[src/rtl/fuzzy_host_pkg.sv]
// fuzzy_host_pkg
// Shared types and constants for the fuzzy host sequencer.
//   state_e  : sequencer FSM states
//   result_t : one buffered result {g, lat, timeout}
//   G_MAX    : largest legal percentage returned by the coprocessor
//   clamp_g  : saturates a raw coprocessor result to G_MAX
package fuzzy_host_pkg;

    localparam int G_MAX           = 100;
    localparam int TIMEOUT_DEFAULT = 32;
    localparam int LAT_W           = 6;

    typedef enum logic [2:0] {
        ST_IDLE    = 3'd0,
        ST_INIT_P  = 3'd1,
        ST_START_P = 3'd2,
        ST_WAIT    = 3'd3,
        ST_PUSH    = 3'd4
    } state_e;

    typedef struct packed {
        logic [7:0]       g;
        logic [LAT_W-1:0] lat;
        logic             timeout;
    } result_t;

    function automatic logic [7:0] clamp_g(input logic [7:0] g);
        return (g > 8'(G_MAX)) ? 8'(G_MAX) : g;
    endfunction

endpackage

[src/rtl/fuzzy_host_sequencer_result_fifo.sv]
// result_fifo
// Synchronous first-word-fall-through FIFO for sequencer results.
// The head entry is visible on data_o whenever empty_o is low.
// Ports:
//   clk, rst        : clock, asynchronous active-high reset (empties FIFO)
//   push_i, data_i  : write request and data
//   pop_i, data_o   : read request and head data
//   empty_o, full_o : fill status
// DEPTH must be a power of two, at least 2, so the pointers wrap for free.
module result_fifo
    import fuzzy_host_pkg::*;
#(
    parameter int  DEPTH = 4,
    parameter type T     = result_t
) (
    input  logic clk,
    input  logic rst,
    input  logic push_i,
    input  T     data_i,
    input  logic pop_i,
    output T     data_o,
    output logic empty_o,
    output logic full_o
);

    localparam int AW = $clog2(DEPTH);

    T               mem_q [DEPTH];
    logic [AW-1:0]  wr_ptr_q;
    logic [AW-1:0]  rd_ptr_q;
    logic [AW:0]    count_q;
    logic           do_push;
    logic           do_pop;

    assign empty_o = (count_q == '0);
    assign full_o  = (count_q == (AW+1)'(DEPTH));
    assign data_o  = mem_q[rd_ptr_q];

    // A pop in the same cycle frees the slot, so a push into a full FIFO is
    // accepted when it is paired with a pop.
    assign do_pop  = pop_i & ~empty_o;
    assign do_push = push_i & (~full_o | do_pop);

    always_ff @(posedge clk or posedge rst) begin
        if (rst) begin
            wr_ptr_q <= '0;
            rd_ptr_q <= '0;
            count_q  <= '0;
            for (int i = 0; i < DEPTH; i++) begin
                mem_q[i] <= '0;
            end
        end else begin
            if (do_push) begin
                mem_q[wr_ptr_q] <= data_i;
                wr_ptr_q        <= wr_ptr_q + AW'(1);
            end
            if (do_pop) begin
                rd_ptr_q <= rd_ptr_q + AW'(1);
            end
            case ({do_push, do_pop})
                2'b10:   count_q <= count_q + (AW+1)'(1);
                2'b01:   count_q <= count_q - (AW+1)'(1);
                default: count_q <= count_q;
            endcase
        end
    end

endmodule

[src/rtl/fuzzy_host_sequencer.sv]
// fuzzy_host_sequencer
// Accepts {T, dT} samples, drives them to a fuzzy coprocessor with optional
// init and start pulses, waits (bounded by TIMEOUT) for the result strobe,
// and buffers {G, latency, timeout} results in an FWFT FIFO.
// Handshakes: a transfer happens on a rising clk edge where valid and ready
// are both high; ready never depends on valid.
// Ports:
//   clk, rst                    : clock, asynchronous active-high reset
//   s_valid/s_ready, s_T, s_dT  : sample input, s_init requests a cp_init pulse
//   cp_start, cp_init           : one-cycle registered coprocessor pulses
//   cp_T_in, cp_dT_in           : operands, held until the next sample
//   cp_valid, cp_G              : coprocessor result strobe and value
//   r_valid/r_ready, r_G, r_lat, r_timeout : result output (FIFO head)
//   busy                        : FSM not idle
//   err_spurious, err_range     : sticky error flags
//   dbg_state                   : current FSM state
module fuzzy_host_sequencer
    import fuzzy_host_pkg::*;
#(
    parameter int TIMEOUT    = TIMEOUT_DEFAULT,
    parameter int FIFO_DEPTH = 4
) (
    input  logic       clk,
    input  logic       rst,
    input  logic       s_valid,
    output logic       s_ready,
    input  logic [7:0] s_T,
    input  logic [7:0] s_dT,
    input  logic       s_init,
    output logic       cp_start,
    output logic       cp_init,
    output logic [7:0] cp_T_in,
    output logic [7:0] cp_dT_in,
    input  logic       cp_valid,
    input  logic [7:0] cp_G,
    output logic       r_valid,
    input  logic       r_ready,
    output logic [7:0] r_G,
    output logic [5:0] r_lat,
    output logic       r_timeout,
    output logic       busy,
    output logic       err_spurious,
    output logic       err_range,
    output logic [2:0] dbg_state
);

    localparam logic [LAT_W-1:0] TMO = LAT_W'(TIMEOUT);

    state_e           state_q;
    logic             ready_en_q;
    logic             cp_start_q;
    logic             cp_init_q;
    logic [7:0]       cp_T_q;
    logic [7:0]       cp_dT_q;
    logic [LAT_W-1:0] cnt_q;
    logic [LAT_W-1:0] elapsed;
    result_t          res_q;
    logic             err_spur_q;
    logic             err_range_q;
    logic             hs;
    logic             fifo_push;
    logic             fifo_pop;
    logic             fifo_empty;
    logic             fifo_full;
    result_t          fifo_dout;

    // ready_en_q holds s_ready low until the first edge after reset release.
    assign s_ready   = ready_en_q & (state_q == ST_IDLE) & ~fifo_full;
    assign hs        = s_valid & s_ready;
    // Cycles since the cp_start cycle, as seen in the current WAIT cycle.
    assign elapsed   = cnt_q + LAT_W'(1);

    assign fifo_push = (state_q == ST_PUSH);
    assign fifo_pop  = r_valid & r_ready;

    always_ff @(posedge clk or posedge rst) begin
        if (rst) begin
            state_q     <= ST_IDLE;
            ready_en_q  <= 1'b0;
            cp_start_q  <= 1'b0;
            cp_init_q   <= 1'b0;
            cp_T_q      <= '0;
            cp_dT_q     <= '0;
            cnt_q       <= '0;
            res_q       <= '0;
            err_spur_q  <= 1'b0;
            err_range_q <= 1'b0;
        end else begin
            ready_en_q <= 1'b1;
            cp_start_q <= 1'b0;
            cp_init_q  <= 1'b0;
            if (cp_valid && state_q != ST_WAIT) begin
                err_spur_q <= 1'b1;
            end
            case (state_q)
                ST_IDLE: begin
                    if (hs) begin
                        cp_T_q  <= s_T;
                        cp_dT_q <= s_dT;
                        if (s_init) begin
                            state_q   <= ST_INIT_P;
                            cp_init_q <= 1'b1;
                        end else begin
                            state_q    <= ST_START_P;
                            cp_start_q <= 1'b1;
                        end
                    end
                end
                ST_INIT_P: begin
                    state_q    <= ST_START_P;
                    cp_start_q <= 1'b1;
                end
                ST_START_P: begin
                    state_q <= ST_WAIT;
                    cnt_q   <= '0;
                end
                ST_WAIT: begin
                    cnt_q <= elapsed;
                    // A strobe arriving on the timeout cycle still counts.
                    if (cp_valid) begin
                        res_q.g       <= clamp_g(cp_G);
                        res_q.lat     <= elapsed;
                        res_q.timeout <= 1'b0;
                        if (cp_G > 8'(G_MAX)) begin
                            err_range_q <= 1'b1;
                        end
                        state_q <= ST_PUSH;
                    end else if (elapsed == TMO) begin
                        res_q.g       <= '0;
                        res_q.lat     <= TMO;
                        res_q.timeout <= 1'b1;
                        state_q       <= ST_PUSH;
                    end
                end
                ST_PUSH: begin
                    state_q <= ST_IDLE;
                end
                default: begin
                    state_q <= ST_IDLE;
                end
            endcase
        end
    end

    result_fifo #(
        .DEPTH (FIFO_DEPTH),
        .T     (result_t)
    ) u_result_fifo (
        .clk     (clk),
        .rst     (rst),
        .push_i  (fifo_push),
        .data_i  (res_q),
        .pop_i   (fifo_pop),
        .data_o  (fifo_dout),
        .empty_o (fifo_empty),
        .full_o  (fifo_full)
    );

    assign cp_start     = cp_start_q;
    assign cp_init      = cp_init_q;
    assign cp_T_in      = cp_T_q;
    assign cp_dT_in     = cp_dT_q;
    assign r_valid      = ~fifo_empty;
    assign r_G          = fifo_dout.g;
    assign r_lat        = fifo_dout.lat;
    assign r_timeout    = fifo_dout.timeout;
    assign busy         = (state_q != ST_IDLE);
    assign err_spurious = err_spur_q;
    assign err_range    = err_range_q;
    assign dbg_state    = state_q;

endmodule

[config.mk]
export PLATFORM = sky130hd
export DESIGN_NAME = fuzzy_host_sequencer
export DESIGN_NICKNAME = d
export VERILOG_FILES = /design/src/rtl/fuzzy_host_pkg.sv /design/src/rtl/fuzzy_host_sequencer_result_fifo.sv /design/src/rtl/fuzzy_host_sequencer.sv
export SDC_FILE = /design/constraint.sdc
export NUM_CORES = 1
export LEC_CHECK = 0
export BUFFER_PORTS_ARGS = -buffer_cell sky130_fd_sc_hd__buf_2
export CORE_UTILIZATION = 46
export CTS_BUF_LIST = sky130_fd_sc_hd__clkbuf_4 sky130_fd_sc_hd__clkbuf_8
export DETAILED_ROUTE_END_ITERATION = 8
export GPL_ROUTABILITY_DRIVEN = 0
export PLACE_DENSITY = 0.67
export SLEW_MARGIN = 20
export SYNTH_ARGS = -nofsm -noshare
export SYNTH_HDL_FRONTEND = slang
export SYNTH_SLANG_ARGS = --single-unit
[constraint.sdc]
create_clock -name clk -period 3.5 [get_ports clk]
set_input_delay 0.175 -clock clk [delete_from_list [all_inputs] [get_ports clk]]
set_output_delay 0.175 -clock clk [all_outputs]
set_load 0.005 [all_outputs]
## Word level (Yosys, flattened, before mapping)

Cells that the tools add are included.

- Flip-flop bits (word level): 112
- Word-level logic and storage cells: 92
- Input port bits: 30
- Memories: 0
- ROM bits: 0
- Output and inout port bits: 41
- Memory bits (writable): 0
- Latch bits: 0

- Multiply operators: 0
- Equality and inequality tests: 11
- $lt $le $gt $ge: 4
- Multiplexer cells: 22
- Bitwise gates (word level): 11
- Shifts and indexed selects: 0
- Reduce and logical (&&, ||, !) cells: 12
- Add/subtract/negate cells: 5
- Divide/modulo/power cells: 0

Operators by type and width:

| kind | count |
|---|---|
| 2-to-1 mux 15 bit | 5 |
| bitwise mux 60 bit | 1 |
| binary-select mux 15 bit (select 2 bit) | 1 |
| demux 15 bit (select 2 bit) | 1 |
| one-hot mux 3 bit (4 select lines) | 1 |
| one-hot mux 6 bit (2 select lines) | 1 |
| 2-to-1 mux 3 bit | 3 |
| > comparator 8 x 7 -> 1 bit, second input constant | 1 |
| 2-to-1 mux 8 bit | 1 |
| adder 6 x 1 -> 6 bit, second input constant | 1 |
| bitwise AND 1 bit | 6 |
| == test 3 x 2 -> 1 bit, second input constant | 2 |
| == test 3 bit, second input constant | 2 |
| == test 6 bit, second input constant | 1 |
| >= comparator 3 bit, second input constant | 2 |
| zero test 3 bit | 2 |
| NOT 2 -> 3 bit | 2 |
| one-hot mux 3 bit (2 select lines) | 1 |
| AND reduction 2 bit | 3 |
| nonzero test 2 bit | 3 |
| 2-to-1 mux 1 bit | 5 |
| adder 2 x 1 -> 2 bit, second input constant | 2 |
| adder 3 x 1 -> 3 bit, second input constant | 1 |
| == test 3 x 1 -> 1 bit, second input constant | 1 |
| 14 further kinds | 16 |

## Logic depth before layout (Yosys ltp)

Gate-level depths: netlist of the first run.

- Word-level depth: 8
- Gate-level depth with buffers: 9
- Gate-level depth less buffers: 9

## Modules after synthesis

A second synthesis of the first run with hierarchy kept.

- Cell total of the unflattened synthesis: 351
- Area total of the unflattened synthesis: 5032.3 um2

By module, submodules not included:

| module | times used | area an instance (um2) | cells each | seq. area each (um2) |
|---|---|---|---|---|
| result_fifo | 1 | 3022.9 | 185 | 1676.6 |
| fuzzy_host_sequencer | 1 | 2009.4 | 166 | 1126.1 |

## Worst setup path before layout of the first run

No wires, ideal clock.

- Path kind: reg2reg
- Start: reg u_result_fifo.count_q[2]
- End: reg u_result_fifo.count_q[2]
- Clock period less this slack: 2.112 ns
- Arrival time: 1.987 ns
- Cell stages (with the launch flop): 10
- Path slack: 1.388 ns
- Library setup time: 0.125 ns
- Path buffers: 0
- Path through: dfrtp_1 -> nor3b_2 -> a2111oi_4 -> inv_1 -> ha_1 -> inv_1 -> fa_1 -> xor2_1 -> nor2_1 -> xor2_1

- Longest elaborated chain between the ends: 8
- Elaborated cells between the ends (all ways): 14
- Those cells by class: 2 x add/sub; 3 x eq/ne; 1 x mux; 6 x bitwise; 2 x reduce/logical

Ends and longest elaborated chain:

| what | line | text |
|---|---|---|
| start: declaration | fuzzy_host_sequencer_result_fifo.sv:31 | `logic [AW:0] count_q;` |
| start signal: assignment | fuzzy_host_sequencer_result_fifo.sv:61 | `2'b10: count_q <= count_q + (AW+1)'(1);` |
| start signal: assignment | fuzzy_host_sequencer_result_fifo.sv:62 | `2'b01: count_q <= count_q - (AW+1)'(1);` |
| start signal: assignment | fuzzy_host_sequencer_result_fifo.sv:63 | `default: count_q <= count_q;` |
| zero test 3 bit | fuzzy_host_sequencer_result_fifo.sv:35 | `assign empty_o = (count_q == '0);` |
| NOT 1 bit | fuzzy_host_sequencer_result_fifo.sv:41, fuzzy_host_sequencer.sv:163 |  |
| bitwise AND 1 bit | fuzzy_host_sequencer.sv:74 | `assign fifo_pop = r_valid & r_ready;` |
| bitwise AND 1 bit | fuzzy_host_sequencer_result_fifo.sv:41 | `assign do_pop = pop_i & ~empty_o;` |
| bitwise OR 1 bit | fuzzy_host_sequencer_result_fifo.sv:42 | `assign do_push = push_i & (~full_o \| do_pop);` |
| bitwise AND 1 bit | fuzzy_host_sequencer_result_fifo.sv:42 |  |
| == test 2 x 1 -> 1 bit or == test 2 bit (tied branches) | fuzzy_host_sequencer_result_fifo.sv:60 | `case ({do_push, do_pop})` |
| one-hot mux 3 bit (2 select lines) or nonzero test 2 bit (tied branches) | n/a |  |

Parallel ways exist; a longest one is shown, timed or not.
A chain may end at the register's enable or synchronous reset.

## Worst setup path in the final report of the first run

- Start: reg u_result_fifo.rd_ptr_q[0]
- End: out r_lat[4]

- Longest elaborated chain between the ends: 4

Ends and longest elaborated chain:

| what | line | text |
|---|---|---|
| start: declaration | fuzzy_host_sequencer_result_fifo.sv:30 | `logic [AW-1:0] rd_ptr_q;` |
| start signal: assignment | fuzzy_host_sequencer_result_fifo.sv:58 | `rd_ptr_q <= rd_ptr_q + AW'(1);` |
| NOT 2 -> 3 bit (implied by the code) | fuzzy_host_sequencer_result_fifo.sv:37 | `assign data_o = mem_q[rd_ptr_q];` |
| binary-select mux 15 bit (select 2 bit) | fuzzy_host_sequencer_result_fifo.sv:37 |  |
| 2-to-1 mux 15 bit (implied by the code) (2 in series) | fuzzy_host_sequencer_result_fifo.sv:37 |  |
| end: declaration | fuzzy_host_sequencer.sv:39 | `output logic [5:0] r_lat,` |

Every way passes these cells. The select of a mux whose other input is x is not followed.

==> impl_results.md, run 1 <==
- Total routed wirelength: 9900 um
- Hold Crit Class: in2reg
- Total I/O pin count: 71
- CP arrival: between 2 and 2.5 ns
- Rows: 37
- Most frequent cells in the layout: dfrtp_1, mux2_2, buf_2
- Worst-path clk slew: around 0.10 ns
- Synth Area in XOR/XNOR: under 10%
- Register area share after synthesis: between 50% and 60%
- Largest net degree at the start of global routing: approximately 70
- Crit Path Max Fanout: 9
- Overall routing resource usage: between 15 and 20%
- Post-synthesis mux area share: around a quarter
- Vias in the first global route: 3237
- Most common flop cell mapped by yosys: dfrtp_1
- Share of flip-flops with an asynchronous set or reset: 100%
- Antenna-violating nets left: 0
- Lkg Pwr: roughly 2.8 nW
- DRT Pass-1 Iters: 4
- Status: completed
- Latest clock arrival within the worst-skew pair: 0.39 ns
- Fmax: between 400 and 500 MHz
- Core footprint: approximately 10000 um2
- Initial Util: a little under half
- Number of max-cap violations: 0
- R2r worst-path depth: 9
- Crit path launch type: register
- Drt drc: 0
- Die Wd: 106 um
- Pre-CTS WS: around 1.2 ns
- Synth Area in Compound Gates: under 10%
- Crit path cell chain: buf_4, mux4_2, buf_2
- Port bufs: 70
- Post-synth EDFFs: 0
- Setup ws final: about 1.2 ns
- Die footprint: between 10000 and 15000 um2
- Critical Path RT: 3.32 ns
- Congestion Overflow GR: 0
- Max incr delay on CP: about 0.73 ns
- P per Cell Area: between 700 and 800 nW/um2
- Total CTS buffers: 9
- Vias/cell: between 5 and 6
- Area growth syn-to-layout: 15.2%
- Yosys reg bits: 112
- Worst vdd ir: between 0.5 and 0.6 mV
- Highest-delay cell along the critical path: dfrtp_1
- Tcrit/Tclk final: 66.0%
- Transition time of the tightest slew-check pin: between 0.8 and 0.9 ns
- Syn Nets: between 300 and 400
- Post-synthesis simple-gate area fraction: 5.02%
- Post-Synth Adder-Cell Area: under 10%
- Vias: ~3200
- CP Class: reg2out
- Final nets: 479
- Syn Area/Cell: ~14 um2
- YS warnings: 0
- Clk root buf: clkbuf_8
- Final setup vio count: 0
- Worst setup EP type: output port
- H-tree levels: 3
- CTS sink cnt: approximately 110
- Number of distinct library cells after synthesis: 49
- Rel. slew slack: around two fifths
- First-pass GRT wire length: approximately 17000 um
- Post-synth design cell area: about 5000 um2
- CTS max path bufs: 2
- Cells after Synth: 362
- Main combinational cell family by area after synthesis: multiplexers
- Iter 0 DRT Violations: 130
- CTS tree: yes
- Slew Limit Fails: 0
- Hold depth: 2
- Initial antenna violation count: 0
- Period minus WS final: between 2 and 2.5 ns
- Hpwl dp: ~6400 um
- Final Hold Fails: 0
- Commonest non-fill, non-tap cell in the layout: dfrtp_1
- Setup TNS: 0 ns
- Antenna Cells: 0
- Drt wl/cell: about 17 um
- RSZ-0062 raised after global routing: false
- Final Skew: approximately 0.010 ns
- Die H: 106 um
- Layout cell share with drive strength beyond 1: between 40% and 50%
worst max-delay path, delay by kind of cell (launching register included):
kind / cells / cell delay (ns)
buffers and inverters: 2 / 0.48
DFF: 1 / 0.73
muxes: 1 / 0.54
power by group:
part	switching (mW)	internal, mW	total, mW	leakage [nW]
registers	0.410	1.72	2.13	1.44
logic	0.569	0.788	1.36	1.30
clock network	0.431	0.296	0.727	0.0934
total	1.41	2.80	4.22	2.83
metrics by stage:
step           utilization (%)  instances  cell area, um2  power, mW  hold WS (ns)
4_1_cts                   55.1        582            5760       4.27       0.00182
3_3_place_gp              52.4        556            5480       3.45         0.406
6_report                  55.2        583            5770       4.22        0.0177
2_1_floorplan                -        362            5010       3.01         0.292
3_5_place_dp              52.4        556            5480       3.52         0.409
5_1_grt                   55.2        583            5770       4.52       0.00506
area by class of cell:
type                    instances  area, um2
flip-flops and latches        112       2800
clock inverters                 4       30.0
fillers                       938       4690
repair buffers                 86        495
inverters                      23       88.8
clock buffers                  12        153
well taps                     136        170
multi-input cells             210       2030
metal layers:
metal	track usage, %	vias up	wire, um
li1	-	1455	-
met1	25.9	1610	4380
met2	31.5	77	5000
met3	4.66	12	387
met4	6.85	0	143
met5	0	-	0
path summary, 6_finish.rpt:
check                           slack (ns)                        to                 startpoint
worst max-delay path                  1.19                  r_lat[4]  u_result_fifo.rd_ptr_q[0]
max in group asynchronous             2.14   u_result_fifo.mem_q[36]                        rst
worst min register to register        0.47              err_spurious               err_spurious
worst max register to register        1.22  u_result_fifo.count_q[2]   u_result_fifo.count_q[2]
worst min-delay path                  0.02                cp_T_in[3]                     s_T[3]
min in group asynchronous             0.51               cp_dT_in[0]                        rst
sequential cells by signal, summed over array words and instances (netlist names):
signal,flops
cnt_q,6
cp_T_in,8
cp_dT_in,8
cp_init,1
cp_start,1
dbg_state,3
err_range,1
err_spurious,1
ready_en_q,1
res_q,15
u_result_fifo.count_q,3
u_result_fifo.mem_q,60
u_result_fifo.rd_ptr_q,2
u_result_fifo.wr_ptr_q,2
Yosys cell counts (4+ instances only):
| library cell | count | area [um2] |
|---|---|---|
| o21ai_0 | 20 | 100 |
| mux2_2 | 72 | 811 |
| mux4_2 | 15 | 338 |
| inv_1 | 23 | 86.3 |
| xnor2_1 | 6 | 52.6 |
| ha_1 | 6 | 75.1 |
| a22oi_1 | 4 | 30.0 |
| a32oi_1 | 4 | 35.0 |
| buf_6 | 4 | 45.0 |
| nor2_1 | 7 | 26.3 |
| nand2_1 | 14 | 52.6 |
| nand2_2 | 4 | 25.0 |
| xor2_1 | 4 | 35.0 |
| nor3_1 | 4 | 20.0 |
| mux2_4 | 4 | 60.1 |
| a21oi_1 | 5 | 25.0 |
| clkbuf_1 | 9 | 33.8 |
| dfrtp_1 | 112 | 2800 |
cell families (layout without fill, tap and decap cells):
| logic type | Yosys count | after routing |
|---|---|---|
| flops | 112 | 112 |
| mux | 93 | 93 |
| compound gates | 52 | 52 |
| simple gates | 47 | 47 |
| buf+inv | 40 | 125 |
| xor+xnor | 10 | 10 |
| fa+ha+maj | 7 | 7 |
| other cells | 1 | 1 |
timing repair:
item                                   CTS  global route
resized for setup                        0             0
endpoints found under the hold margin   40             0
setup buffers                            0             0
hold buffers                            10             0
(Power assumes the default switching activity.)
==> inputs of run 2 (changes only) <==
--- a/config.mk
+++ b/config.mk
@@ -5,6 +5,7 @@
 export SDC_FILE = /design/constraint.sdc
 export NUM_CORES = 1
 export LEC_CHECK = 0
+export ABC_AREA = 1
 export BUFFER_PORTS_ARGS = -buffer_cell sky130_fd_sc_hd__buf_2
 export CORE_UTILIZATION = 46
 export CTS_BUF_LIST = sky130_fd_sc_hd__clkbuf_4 sky130_fd_sc_hd__clkbuf_8
==> constraint.sdc (replaced) <==
create_clock -name clk -period 2.4 [get_ports clk]
set_input_delay 0.12 -clock clk [delete_from_list [all_inputs] [get_ports clk]]
set_output_delay 0.12 -clock clk [all_outputs]
set_load 0.005 [all_outputs]
==> run 2 against run 1 <==
Core utilization grew 1.8 points. Clock power grew 75%. Critical path depth grew 5. Hold slack gained 0.059 ns. Non-clock buffer count grew 20. Flip-flop and latch count is the same. Routed wire length grew 9.0%. Total power grew 47%. Count of clock-buffer cells in the layout shrank 1. Register-to-register slack lost 0.89 ns. First-iteration DRC count grew 67%. Critical endpoint is now res_q[13]. Largest cell class unchanged.
==> impl_results.md, run 2 <==
- Number of distinct library cells after synthesis: 34
- Slew Limit Fails: 0
- Total CTS buffers: 9
- Crit Path Max Fanout: 18
- Die footprint: 11100 um2
- Lkg Pwr: roughly 2.9 nW
- Final setup vio count: 0
- Syn Area/Cell: around 9.0 um2
- Drt drc: 0
- Number of max-cap violations: 0
- Total Power: roughly 6.2 mW
- Post-Synth Adder-Cell Area: slightly below 2%
- Setup ws final: 0.334 ns
- Vias: 3940
- Most frequent cells in the layout: nand2_1, dfrtp_1, o21ai_0
- Critical Path RT: ~2.7 ns
- Post-synthesis mux area share: 0%
- Post-synth EDFFs: 0
- RSZ-0062 raised after global routing: false
- Worst path top cell family by delay: buffers and inverters
- Worst setup EP type: register
- Cells after Synth: 548
- FF+latch area: approximately 2800 um2
- Congestion Overflow GR: 0
- P per Cell Area: around 1100 nW/um2
- Biggest register: u_result_fifo.mem_q
- Placed Area: ~5400 um2
- Final non-filler cell total: around 780
- CTS sink cnt: about 110
- Fill cells: slightly below 1000
- Synth cell count leaders: nand2_1, dfrtp_1, o21ai_0, inv_1, nand3_1
- Commonest non-fill, non-tap cell in the layout: nand2_1
- Core footprint: 10300 um2
- Final hold slack: between 0.07 and 0.08 ns
- Largest regs: u_result_fifo.mem_q (60), res_q (15)
- Synth Area in XOR/XNOR: 1.07%
- Yosys reg bits: between 100 and 150
- Total routed wirelength: around 11000 um
- Area contributors post-synth: dfrtp_1, o21ai_0, nand2_1
- Overall routing resource usage: between 20% and 30%
- Hold Buf Count CTS: 26
- Highest-delay cell along the critical path: dlygate4sd3_1
- Initial Util: approximately 48%
- Final Skew: just over 0.009 ns
- Final Hold Fails: 0
- WP buf/inv: 3
- Fmax: around 480 MHz
- Main combinational cell family by area after synthesis: simple AND/OR/NAND/NOR gates
- Post-synth design cell area: just under 5000 um2
- Most frequent cell after synthesis: nand2_1
- Die Wd: approximately 110 um
- Drt wl/cell: about 14 um
- Vias in the first global route: roughly 3900
- Yosys top cell area share: 57.1%
- Max incr delay on CP: 0.56 ns
- CP Class: reg2reg
- Die H: 105 um
- Setup TNS: 0 ns
- Worst-path clk slew: ~0.10 ns
- Port bufs: 70
- Latest clock arrival within the worst-skew pair: roughly 0.37 ns
- Synth Area in Compound Gates: 14.0%
- Postcts setup bufs: 0
- Syn Nets: 585
- Period minus WS final: between 2 and 2.5 ns
- Largest area contributor in the netlist: dfrtp_1
- Most common flop cell mapped by yosys: dfrtp_1
- Total I/O pin count: 71
- Crit path launch type: register
- Transition time of the tightest slew-check pin: about 0.76 ns
- CP arrival: ~2.4 ns
- First-pass GRT wire length: around 18000 um
- Layout cell share with drive strength beyond 1: between 10% and 20%
- Largest net degree at the start of global routing: 43
- Final nets: about 680
- Rel. slew slack: about 49%
- Share of flip-flops with an asynchronous set or reset: 100%
- Final Util: between 50% and 60%
- DRT Pass-1 Iters: 5
- Iter 0 DRT Violations: 217
- Post-synthesis simple-gate area fraction: between 10% and 20%
- Area growth syn-to-layout: 19.8%
- Status: completed
- YS warnings: 0
- Hpwl dp: 6820 um
- Placed Instances: around 740
- Antenna-violating nets left: 0
- Register area share after synthesis: between 50% and 60%
- Crit path cell chain: inv_2, nand2_2, nor2_8, nand2_2, inv_2, o21ai_0, dlygate4sd3_1, nand2_1
- CTS tree: yes
- Clk root buf: clkbuf_8
- Max reg flops: 60
- CTS max path bufs: 2
- Antenna Cells: 0
- Vias/cell: 5.06
- Area taken by multi-input logic gates: roughly 1800 um2
- Final instance area: 5880 um2
- Tcrit/Tclk final: roughly 86%
- Worst vdd ir: around 0.63 mV
- PostCTS Resize Cnt: 0
- H-tree levels: 3
- Initial antenna violation count: 0
- Hold Crit Class: in2reg
- Rows: 37
- Pre-CTS WS: between 0.3 and 0.4 ns
==> run 2: kinds of logic (layout without fill, tap and decap cells) <==
kind of cell    Yosys count  in the layout
buf+inv                  67            162
other cells               1              1
simple gates            226            226
flops                   112            112
compound gates          129            129
xor+xnor                  6              6
fa+ha+maj                 7              7
==> run 2: path summary, 6_finish.rpt <==
path,from,to,slack (ns),cells past startpoint
max,dbg_state[2],res_q[13],0.33,8
min,cp_valid,err_spurious,0.08,3
max reg2reg,dbg_state[2],res_q[13],0.33,8
min reg2reg,u_result_fifo.count_q[0],u_result_fifo.count_q[0],0.48,1
max in group asynchronous,rst,u_result_fifo.mem_q[43],1.34,4
min in group asynchronous,rst,u_result_fifo.mem_q[48],0.41,3
==> run 2: worst reg2reg max path: stages (launching register included) <==
cell           delay (ns)
dfrtp_1              0.41
inv_2                0.09
nand2_2              0.12
nor2_8               0.19
nand2_2              0.25
inv_2                0.22
o21ai_0              0.10
dlygate4sd3_1        0.56
nand2_1              0.07
==> run 2: metal layers <==
| metal | track usage [%] | vias up | wire [um] |
|---|---|---|---|
| met5 | 0 | - | 0 |
| met4 | 8.25 | 0 | 194 |
| met3 | 3.83 | 14 | 605 |
| met2 | 32.8 | 114 | 4860 |
| met1 | 28.9 | 1842 | 5140 |
| li1 | - | 1970 | - |
==> run 2: area by class of cell <==
| class | instances | area share [%] |
|---|---|---|
| well taps | 136 | 2.89 |
| flip-flops and latches | 112 | 47.7 |
| repair buffers | 106 | 12.1 |
| multi-input cells | 369 | 30.9 |
| inverters | 40 | 2.62 |
| clock buffers | 11 | 2.47 |
| clock inverters | 5 | 1.36 |
==> run 2: power breakdown <==
group	internal [mW]	total, mW	switching [mW]	leakage [nW]
sequential	2.42	2.75	0.330	1.49
clock	0.627	1.27	0.638	0.109
combinational	0.886	2.20	1.32	1.31
total	3.93	6.22	2.29	2.91
==> inputs of run 3 (changes only) <==
--- a/config.mk
+++ b/config.mk
@@ -5,7 +5,7 @@
 export SDC_FILE = /design/constraint.sdc
 export NUM_CORES = 1
 export LEC_CHECK = 0
-export ABC_AREA = 1
+export ABC_CLOCK_PERIOD_IN_PS = 2400
 export BUFFER_PORTS_ARGS = -buffer_cell sky130_fd_sc_hd__buf_2
 export CORE_UTILIZATION = 46
 export CTS_BUF_LIST = sky130_fd_sc_hd__clkbuf_4 sky130_fd_sc_hd__clkbuf_8
==> run 3 against run 2 <==
Total power is 0.12% higher. Critical path depth is 1 higher. First-iteration DRC count is 35% lower. Die area is 2.1% higher. Clock skew is 0.0020 ns higher. Via count is 20% lower. Cell count is 23% lower. Global-route usage is 2.2 points lower. Critical endpoint is now u_result_fifo.count_q[2]. Core utilization is 0.25 points higher. Cell area is 1.8% higher.
==> impl_results.md, run 3 (same netlist as run 1, synthesis figures left out) <==
- Core footprint: roughly 10000 um2
- Total Power: 6.22 mW
- Crit path launch type: register
- Transition time of the tightest slew-check pin: between 0.7 and 0.8 ns
- Largest net degree at the start of global routing: 47
- Sequential power share: a little under half
- CTS tree: yes
- Final Hold Fails: 0
- Drt wl/cell: 15.7 um
- Comb pwr share: ~34%
- Worst path top cell family by delay: adder cells
- Area growth syn-to-layout: 19.5%
- NetSw: 2.02 mW
- Critical register-to-register path endpoint: u_result_fifo.count_q[2]
- Final Util: around 57%
- Vias/cell: between 5 and 6
- Max reg flops: 60
- Vias: 3162
- Drt drc: 0
- R2r setup slk: 0.23 ns
- Rows: 37
- Total routed wirelength: around 9400 um
- Rel. slew slack: between 50% and 60%
- Final non-filler cell total: 599
- Hold Crit Class: in2reg
- P per Cell Area: about 1000 nW/um2
- R2r startpoint: u_result_fifo.count_q[0]
- CP arrival: 2.49 ns
- DRT Pass-1 Iters: 4
- Worst Hold End: res_q[10]
- CTS max path bufs: 2
- Crit path cell chain: nor3b_4, a2111oi_4, inv_1, ha_1, inv_1, fa_1, xor2_1, nor2_1, xor2_1
- Antenna-violating nets left: 0
- Total CTS buffers: 9
- Crit Path Max Fanout: 4
- Vias in the first global route: 3270
- Antenna Cells: 0
- CTS sink cnt: 112
- Die Wd: about 110 um
- Sw Ratio: between 30% and 40%
- Highest-delay cell along the critical path: dfrtp_1
- Total I/O pin count: 71
- Placed Instances: around 560
- Worst vdd ir: about 0.54 mV
- Final nets: between 400 and 500
- Hold depth: 3
- Layout cell share with drive strength beyond 1: about 42%
- Iter 0 DRT Violations: 142
- First-pass GRT wire length: approximately 16000 um
- Clk root buf: clkbuf_8
- Hold path start: cp_G[3]
- Hpwl dp: 6330 um
- Port bufs: 70
- Initial antenna violation count: 0
- Slew Limit Fails: 0
- Latest clock arrival within the worst-skew pair: roughly 0.38 ns
- Worst-path clk slew: about 0.10 ns
- Period minus WS final: approximately 2.2 ns
- Overall routing resource usage: around a fifth
- Critical Path RT: ~2.7 ns
- Tcrit/Tclk final: between 90% and 100%
- WP buf/inv: 2
- Commonest non-fill, non-tap cell in the layout: dfrtp_1
- Biggest register: u_result_fifo.mem_q
- Worst setup EP type: register
- R2r worst-path depth: 9
- Die H: 106 um
- Max incr delay on CP: 0.45 ns
- Status: completed
- Final Skew: around 0.011 ns
- Fmax: 460 MHz
- Most frequent cells in the layout: dfrtp_1, mux2_2, buf_2
- Clock power share: between 10% and 20%
- Internal cell power: about 4.2 mW
- Lkg Pwr: slightly below 3 nW
- Die footprint: approximately 11000 um2
- RSZ-0062 raised after global routing: false
- Congestion Overflow GR: 0
- Largest regs: u_result_fifo.mem_q (60), res_q (15)
- Initial Util: between 40 and 50%
- CP Class: reg2reg
- Setup ws final: about 0.23 ns
- Number of max-cap violations: 0
- Final setup vio count: 0
- H-tree levels: 3
- Pre-CTS WS: approximately 0.14 ns
- Setup TNS: 0 ns
-- run 3: cell types whose count changed in the layout (fill, tap and decap cells not counted), moves of 13 or more --
cell / change
inv_1: -13
nand2_1: -124
nor2_1: -28
mux4_2: +15
nand3_1: -33
mux2_2: +72
o21ai_0: -84
o22ai_1: -14
-- run 3: stage by stage --
stage                     area [um2]  hold slack [ns]
final                           5990           0.0211
after global routing            5990           0.0233
after CTS                       5980         0.000321
after detailed placement        5560            0.218
after global placement          5560            0.212
after floorplan                 5010            0.237
-- run 3: layout make-up --
cell class	count	area (um2)
clock buffer	13	179
inverter	23	90.1
multi-input combinational	210	2040
clock inverter	3	22.5
fill	867	4480
timing repair buffer	102	683
tap	136	170
sequential	112	2800
-- run 3: power groups by stage --
stage                     Clock (mW)  Sequential (mW)  Combinational [mW]
final                           1.11             2.97                2.14
after global placement             0             2.97                2.08
after global routing            1.22             3.07                2.38
after floorplan                    0             2.88                1.51
after detailed placement           0             3.00                2.14
after CTS                       1.15             2.97                2.17
-- run 3: layer usage --
layer | wire, um | GRT usage, %
met5 | 0 | 0
met4 | 163 | 6.55
met3 | 358 | 5.15
met2 | 4640 | 30.2
met1 | 4260 | 24.2
-- run 3: worst register-to-register path, delay by kind of cell (launching register included) --
kind	cells	cell delay [ns]
flops	1	0.45
simple gates	2	0.52
compound gates	1	0.13
buf+inv	2	0.14
fa+ha+maj	2	0.56
xor+xnor	2	0.31
-- run 3: repair_timing --
item,4_1_cts,5_1_grt
buffers inserted,0,0
endpoints found under the setup margin,0,1
hold buffers,22,0
endpoints found under the hold margin,44,0
gates resized for setup,0,1
-- run 3: worst max-delay path by stage --
stage | end | slack, ns | cells after the start | startpoint
after floorplan | u_result_fifo.count_q[2] | 0.29 | 9 | u_result_fifo.count_q[2]
after global placement | u_result_fifo.count_q[2] | 0.29 | 9 | u_result_fifo.count_q[0]
after detailed placement | u_result_fifo.count_q[2] | 0.14 | 9 | u_result_fifo.count_q[0]
after CTS | u_result_fifo.count_q[2] | 0.14 | 9 | u_result_fifo.count_q[0]
after global routing | u_result_fifo.count_q[2] | 0.1 | 9 | u_result_fifo.count_q[0]
final | u_result_fifo.count_q[2] | 0.23 | 9 | u_result_fifo.count_q[0]
